[src/rtl/seq_decoder_pkg.sv]
// Shared types for the sequenced decoder: request mode encodings and FSM states.
package seq_decoder_pkg;

   typedef enum logic [1:0] {
      MODE_ONEHOT = 2'b00,
      MODE_THERM  = 2'b01,
      MODE_SCAN   = 2'b10,
      MODE_BLANK  = 2'b11
   } mode_t;

   typedef enum logic {
      ST_IDLE = 1'b0,
      ST_SCAN = 1'b1
   } state_t;

endpackage

[src/rtl/seq_decoder_dec_core.sv]
// Pure combinational select-to-pattern decoder. Scan mode decodes as one-hot,
// because every step of a scan displays a single set bit.
module dec_core
   import seq_decoder_pkg::*;
#(
   parameter  int SEL_W = 3,
   localparam int OUT_W = 2**SEL_W
) (
   input  logic [SEL_W-1:0] sel,
   input  logic [1:0]       mode,
   output logic [OUT_W-1:0] pattern
);

   logic [OUT_W-1:0] onehot_pat;
   logic [OUT_W-1:0] therm_pat;

   // Build both candidate patterns bit by bit.
   generate
      for (genvar gi = 0; gi < OUT_W; gi++) begin : g_bit
         assign onehot_pat[gi] = (sel == SEL_W'(gi));
         assign therm_pat[gi]  = (SEL_W'(gi) <= sel);
      end
   endgenerate

   // Pick the pattern for the requested mode; blank yields all-zero.
   always_comb begin
      pattern = '0;
      case (mode)
         MODE_ONEHOT: pattern = onehot_pat;
         MODE_THERM:  pattern = therm_pat;
         MODE_SCAN:   pattern = onehot_pat;
         default:     pattern = '0;
      endcase
   end

endmodule

[src/rtl/seq_decoder.sv]
// Sequenced decoder: single-cycle one-hot/thermometer/blank results, or a
// multi-cycle scan that walks a single bit from position 0 up to the target.
module seq_decoder
   import seq_decoder_pkg::*;
#(
   parameter  int SEL_W = 3,
   localparam int OUT_W = 2**SEL_W
) (
   input  logic             clk,
   input  logic             rst_n,
   input  logic             clr,
   input  logic             in_valid,
   output logic             in_ready,
   input  logic [SEL_W-1:0] sel,
   input  logic [1:0]       mode,
   output logic [OUT_W-1:0] y,
   output logic             out_valid,
   output logic             busy
);

   state_t           state_reg, state_next;
   logic [SEL_W-1:0] step_reg, step_next;
   logic [SEL_W-1:0] target_reg, target_next;
   logic [OUT_W-1:0] y_reg, y_next;
   logic             out_valid_reg, out_valid_next;

   logic [SEL_W-1:0] core_sel;
   logic [1:0]       core_mode;
   logic [OUT_W-1:0] core_pattern;
   logic [SEL_W-1:0] step_inc;

   assign step_inc  = step_reg + 1'b1;
   assign in_ready  = (state_reg == ST_IDLE) & ~clr & rst_n;
   assign busy      = (state_reg == ST_SCAN);
   assign y         = y_reg;
   assign out_valid = out_valid_reg;

   dec_core #(.SEL_W(SEL_W)) u_dec_core (
      .sel     (core_sel),
      .mode    (core_mode),
      .pattern (core_pattern)
   );

   // State, step counter, latched target and output registers.
   always_ff @(posedge clk or negedge rst_n) begin
      if (!rst_n) begin
         state_reg     <= ST_IDLE;
         step_reg      <= '0;
         target_reg    <= '0;
         y_reg         <= '0;
         out_valid_reg <= 1'b0;
      end else begin
         state_reg     <= state_next;
         step_reg      <= step_next;
         target_reg    <= target_next;
         y_reg         <= y_next;
         out_valid_reg <= out_valid_next;
      end
   end

   // Next-state logic; a scan always starts by displaying bit 0, and while
   // scanning the core is driven from the counter so live sel/mode are ignored.
   always_comb begin
      state_next     = state_reg;
      step_next      = step_reg;
      target_next    = target_reg;
      y_next         = y_reg;
      out_valid_next = 1'b0;
      core_sel       = (mode == MODE_SCAN) ? '0 : sel;
      core_mode      = mode;

      if (clr) begin
         state_next  = ST_IDLE;
         step_next   = '0;
         target_next = '0;
         y_next      = '0;
      end else begin
         case (state_reg)
            ST_IDLE: begin
               if (in_valid) begin
                  y_next = core_pattern;
                  if ((mode == MODE_SCAN) && (sel != '0)) begin
                     state_next  = ST_SCAN;
                     target_next = sel;
                     step_next   = '0;
                  end else begin
                     out_valid_next = 1'b1;
                  end
               end
            end
            ST_SCAN: begin
               core_sel  = step_inc;
               core_mode = MODE_ONEHOT;
               y_next    = core_pattern;
               step_next = step_inc;
               if (step_inc == target_reg) begin
                  state_next     = ST_IDLE;
                  step_next      = '0;
                  out_valid_next = 1'b1;
               end
            end
            default: begin
               state_next = ST_IDLE;
               step_next  = '0;
            end
         endcase
      end
   end

endmodule

[config.mk]
export PLATFORM = sky130hd
export DESIGN_NAME = seq_decoder
export DESIGN_NICKNAME = d
export VERILOG_FILES = /design/src/rtl/seq_decoder_pkg.sv /design/src/rtl/seq_decoder_dec_core.sv /design/src/rtl/seq_decoder.sv
export SDC_FILE = /design/constraint.sdc
export NUM_CORES = 1
export LEC_CHECK = 0
export CORE_MARGIN = 10
export CORE_UTILIZATION = 56
export CTS_BUF_LIST = sky130_fd_sc_hd__clkbuf_2
export CTS_CLUSTER_SIZE = 8
export DETAILED_ROUTE_END_ITERATION = 16
export PLACE_DENSITY = 0.87
export SLEW_MARGIN = 20
export SYNTH_ARGS = -nofsm -noshare
export SYNTH_HDL_FRONTEND = slang
export SYNTH_SLANG_ARGS = --single-unit
export TNS_END_PERCENT = 5
[constraint.sdc]
create_clock -name clk -period 5.6 [get_ports clk]
set_input_delay 1.4 -clock clk [delete_from_list [all_inputs] [get_ports clk]]
set_output_delay 1.4 -clock clk [all_outputs]
set_load 0.02 [all_outputs]
Word level (Yosys, flattened, before mapping)
Index checks and enable logic that the tools add are counted.
{"block": "totals", "wordCells": 69, "regBits": 16, "output_inout_bits": 11}
{"block": "op_classes", "addsub": 1, "eq_ne": 14, "muxes": 28, "reduce_logical": 9, "bitwise_logic": 4, "magnitude_cmp": 8}
{"cell": "$mux 3", "n": 11}
{"cell": "$pmux 8 s2", "n": 2}
{"cell": "$mux 8", "n": 2}
{"cell": "$eq 3x3->1 const B", "n": 4}
{"cell": "$le 3x3->1 const A", "n": 4}
{"cell": "$mux 1", "n": 8}
{"cell": "$eq 3x2->1 const B", "n": 2}
{"cell": "$le 1x3->1 const A", "n": 2}
{"cell": "$le 2x3->1 const A", "n": 2}
{"cell": "$pmux 3 s2", "n": 1}
{"cell": "$eq 2x2->1 const B", "n": 2}
{"cell": "$mux 2", "n": 2}
{"cell": "$pmux 1 s2", "n": 2}
{"cell": "$reduce_bool 2->1", "n": 2}
{"cell": "$add 3x1->3 const B", "n": 1}
{"cell": "$eq 3x1->1 const B", "n": 1}
{"cell": "$eq 3x3->1", "n": 1}
{"cell": "$logic_not 3->1", "n": 1}
{"cell": "$ne 3x2->1 const B", "n": 1}
{"cell": "$ne 3x3->1 const B", "n": 1}
{"cell": "$reduce_and 3->1", "n": 1}
{"cell": "$reduce_bool 3->1", "n": 1}
{"cell": "$and 1x1->1", "n": 2}
{"cell": "$eq 2x1->1 const B", "n": 1}
{"cell": "other kinds (6)", "n": 7}

Longest topological paths before layout
{"block": "logic_depth", "ltp_word": 9, "ltp_mapped": 5, "ltp_nobuf": 5}

Hierarchy
A second synthesis with hierarchy kept.
{"block": "unflattened", "hier_cells": 111, "hier_area_um2": 1009.7}
{"module": "seq_decoder", "n_inst": 1, "seq_area_each_um2": 400.4, "area_each_um2": 862.1, "cells_each": 89}
{"module": "dec_core", "n_inst": 1, "seq_area_each_um2": 0.0, "area_each_um2": 147.6, "cells_each": 22}

Least setup slack after synthesis
Ideal clock, no wire load.
{"block": "synth_path", "kind": "input port to output port", "start": "in clr", "end": "out in_ready", "slack_ns": 2.142, "cell_stages": 2, "t_required_ns": 4.200, "n_path_buf": 1, "t_arrival_ns": 2.058, "path_cell_list": "buf_6 -> nor3b_1"}
{"block": "synth_via", "elab_chain_len": 3}
{"element": "from (decl)", "line_no": "seq_decoder.sv:11", "rtl": "input logic clr,"}
{"element": "$not 1->1", "line_no": "seq_decoder.sv:33", "rtl": "assign in_ready = (state_reg == ST_IDLE) & ~clr & rst_n;"}
{"element": "$and 1x1->1 (2 in series)", "line_no": "seq_decoder.sv:33"}
{"element": "to (decl)", "line_no": "seq_decoder.sv:13", "rtl": "output logic in_ready,"}
Every way passes these cells.

Worst setup path in the final report
Ends and elaborated chain as after synthesis.

==> summary.md <==
| Metric | Value |
|---|---|
| Seq pwr share | 54.2% |
| Synth top area share | 39.9% |
| Post-route DRC | 0 |
| Post-synthesis sequential area ratio | 39.9% |
| First-pass GRT wire length | 4000 um |
| Worst-path fanout max | 14 |
| Num CTS Buffers | 3 |
| I/O Buffers | 19 |
| Reg2Reg Depth | 5 |
| I/O pin cnt | 20 |
| Crit-path cells | clkdlybuf4s50_1 > nor3b_1 > clkdlybuf4s50_1 |
| P_int | 161 uW |
| Die area | 3890 um^2 |
| DR iter-0 viols | 21 |
| Clock root cell | clkbuf_2 |
| Core Area | 1710 um^2 |
| Number of synthesized flops with an enable pin | 0 |
| NumNets Final | 127 |
| CP dominant cell by count | clkdlybuf4s50_1 |
| Post-route ant nets | 0 |
| Max-slew headroom | 45.5% |
| Post-synth top flop | dfrtp_1 |
| Delay-heaviest family, CP | buffers and inverters |
| Worst path buffer plus inverter count | 2 |
| Via count | 821 |
| Worst flop-to-flop path endpoint | step_reg[2]$_DFFE_PN0P_ |
| RSZ-0062 raised after global routing | no |
| Synthesized flop and latch total | 16 |
| Final setup vio count | 0 |
| Die X | 62.3 um |
| Critical R2R Launch | step_reg[0]$_DFFE_PN0P_ |
| CP endpoint | in_ready |
| FILL cells | 136 |
| GRT Total Usage | 12.0% |
| Hpwl dp | 1690 um |
| Initial core utilization | 58.8% |
| Pre-CTS setup slack | 1.24 ns |
| Least-Margin Pin Slew | 0.811 ns |
| Warnings, synthesis | 0 |
| Drt wl/cell | 15.5 um |
| Area growth from synthesis to layout | 20.4% |
| Mapped Nets | 106 |
| Status | completed |
| CTS Buffer Depth | 2 |
| Sw Pwr | 68.9 uW |
| Final slew viol count | 0 |
| Syn Std Cell Area | 1000 um^2 |
| Clock skew | 0.00755 ns |
| Max reg flops | 8 |
| Sum Neg Setup Slack | 0 ns |
| Worst setup margin | 1.24 ns |
| Fin. Hold Viols | 0 |
| Post-CTS resize count | 0 |
| Largest net degree at the start of global routing | 18 |
| Switching Share | 30.0% |
| Worst setup path class | in -> out |
| Register area | 400 um^2 |
| # clock sinks | 16 |
| Layout cell share with drive strength beyond 1 | 9.57% |
| Vias in the first global route | 884 |
| Worst Hold Class | reg -> reg |
| CTS tree | yes |
| Comb pwr share | 24.2% |
| Clock power frac | 21.5% |
| Post-Synthesis Cells | 96 |
| Drt pass-1 iters | 4 |
| Die Y | 62.3 um |
| Ant diodes | 0 |
| Clk Latency, worst-skew pair | 0.29 ns |
| Worst setup startpoint | clr |
| Crit path max-delay cell type | clkdlybuf4s50_1 |
| Row cnt | 15 |
| CP startpoint kind | primary input |
| Fin crit share | 77.8% |
| Synth cell count leaders | dfrtp_1, nand2_1, a22o_1, nor2_1, nor3b_1 |
| Area of the multi-input gates | 561 um^2 |
| Clock transition at path regs | 0.15 ns |
| H-Tree Depth | 1 |
| Average size of a mapped cell | 10.5 um^2 |
| Via density | 5.86 |
| Hold buffer count at cts | 0 |
| Gpl congestion | 0.815 |
| CP Data Arrival Time | 2.96 ns |
| Post-synth ARST share | 100% |
| Critical path endpoint category | output port |
| Netlist cell types | 45 |
| Leakage | 0.516 nW |
| VDD IR max | 154 uV |
| Initial antenna violation count | 0 |
| Worst reg2reg setup slack | 3.60 ns |
| Worst path max stage delay | 0.64 ns |
| Total overflow reported by the global router | 0 |
| Crit path depth | 3 |
| WP data required | 4.20 ns |
| Maximum clock frequency | 229 MHz |
| Total wire length | 2170 um |
| Tmin final | 4.36 ns |
| Synth area leader | dfrtp_1 |
| Max-cap violations | 0 |
| Setup repair bufs after CTS | 0 |
| P per Cell Area | 190 nW/um^2 |
| Synth top area cells | dfrtp_1, a22o_1, nor3b_1, buf_6, mux2i_1 |
| Count leader, synth | dfrtp_1 |
==> logic make-up (layout without fill, tap and decap cells) <==
logic type / Yosys count / in the layout / share of synthesized area [%]
compound gates: 29 / 29 / 20.6
xor+xnor: 4 / 4 / 4.99
fa+ha+maj: 1 / 1 / 1.25
buf+inv: 5 / 24 / 4.24
flops: 16 / 16 / 39.9
mux: 4 / 4 / 4.11
simple gates: 37 / 37 / 24.9
==> per-layer routing <==
metal / GRT usage (%) / vias up / share of wire (%)
li1: - / 404 / -
met1: 14.1 / 387 / 43
met2: 20.4 / 27 / 48
met3: 3.58 / 3 / 8.0
met4: 3.35 / 0 / 0.78
met5: 0 / - / 0
==> worst min path at each step <==
stage          slack (ns)               startpoint  depth (start not counted)                       to
6_report             0.50         y[1]$_DFFE_PN0P_                          2         y[1]$_DFFE_PN0P_
3_5_place_dp         0.47         y[1]$_DFFE_PN0P_                          2         y[1]$_DFFE_PN0P_
5_1_grt              0.55         y[0]$_DFFE_PN0P_                          2         y[0]$_DFFE_PN0P_
2_1_floorplan        0.47  step_reg[1]$_DFFE_PN0P_                          1  step_reg[1]$_DFFE_PN0P_
3_3_place_gp         0.46         y[3]$_DFFE_PN0P_                          2         y[3]$_DFFE_PN0P_
4_1_cts              0.51         y[1]$_DFFE_PN0P_                          2         y[1]$_DFFE_PN0P_
==> stage by stage <==
step	hold WS [ns]	total power, mW	std cells	instance area (um^2)	util [%]
6_report	0.499	0.229	140	1210	70.8
5_1_grt	0.547	0.242	140	1210	70.8
4_1_cts	0.507	0.230	140	1210	70.8
3_5_place_dp	0.475	0.182	137	1190	69.9
3_3_place_gp	0.463	0.181	137	1190	69.9
2_1_floorplan	0.470	0.160	96	1000	-
==> power groups by stage <==
stage / registers [mW] / clock network (mW) / logic (mW)
after floorplan: 0.130 / 0 / 0.0297
after CTS: 0.124 / 0.0493 / 0.0560
after global routing: 0.126 / 0.0547 / 0.0614
final: 0.124 / 0.0494 / 0.0556
after global placement: 0.127 / 0 / 0.0545
after detailed placement: 0.127 / 0 / 0.0557
==> cells in the final DEF, fill, tap and decap left out, types with 2 or more instances in the layout <==
master	instances
clkdlybuf4s50_1	19
dfrtp_1	16
nand2_1	7
nor3b_1	5
nor2_1	5
a22o_1	5
a21oi_1	4
a31oi_1	4
nor3_1	3
o21ai_0	3
mux2i_1	3
clkbuf_2	3
nand2b_1	2
xor2_1	2
and2_1	2
o21ai_1	2
==> layout make-up <==
class	instances	share of cell area (%)
multi-input cells	75	46.4
repair buffers	20	16.4
inverters	1	0.311
flip-flops and latches	16	33.1
clock buffers	3	1.24
well taps	25	2.59
==> worst reg2reg max path, delay by kind of cell (launching register included) <==
family          cells  cell delay (ns)
compound gates      1             0.36
xor+xnor            1             0.47
fa+ha+maj           1             0.25
flops               1             0.49
simple gates        2             0.33
Power figures use the tool's default switching activity.
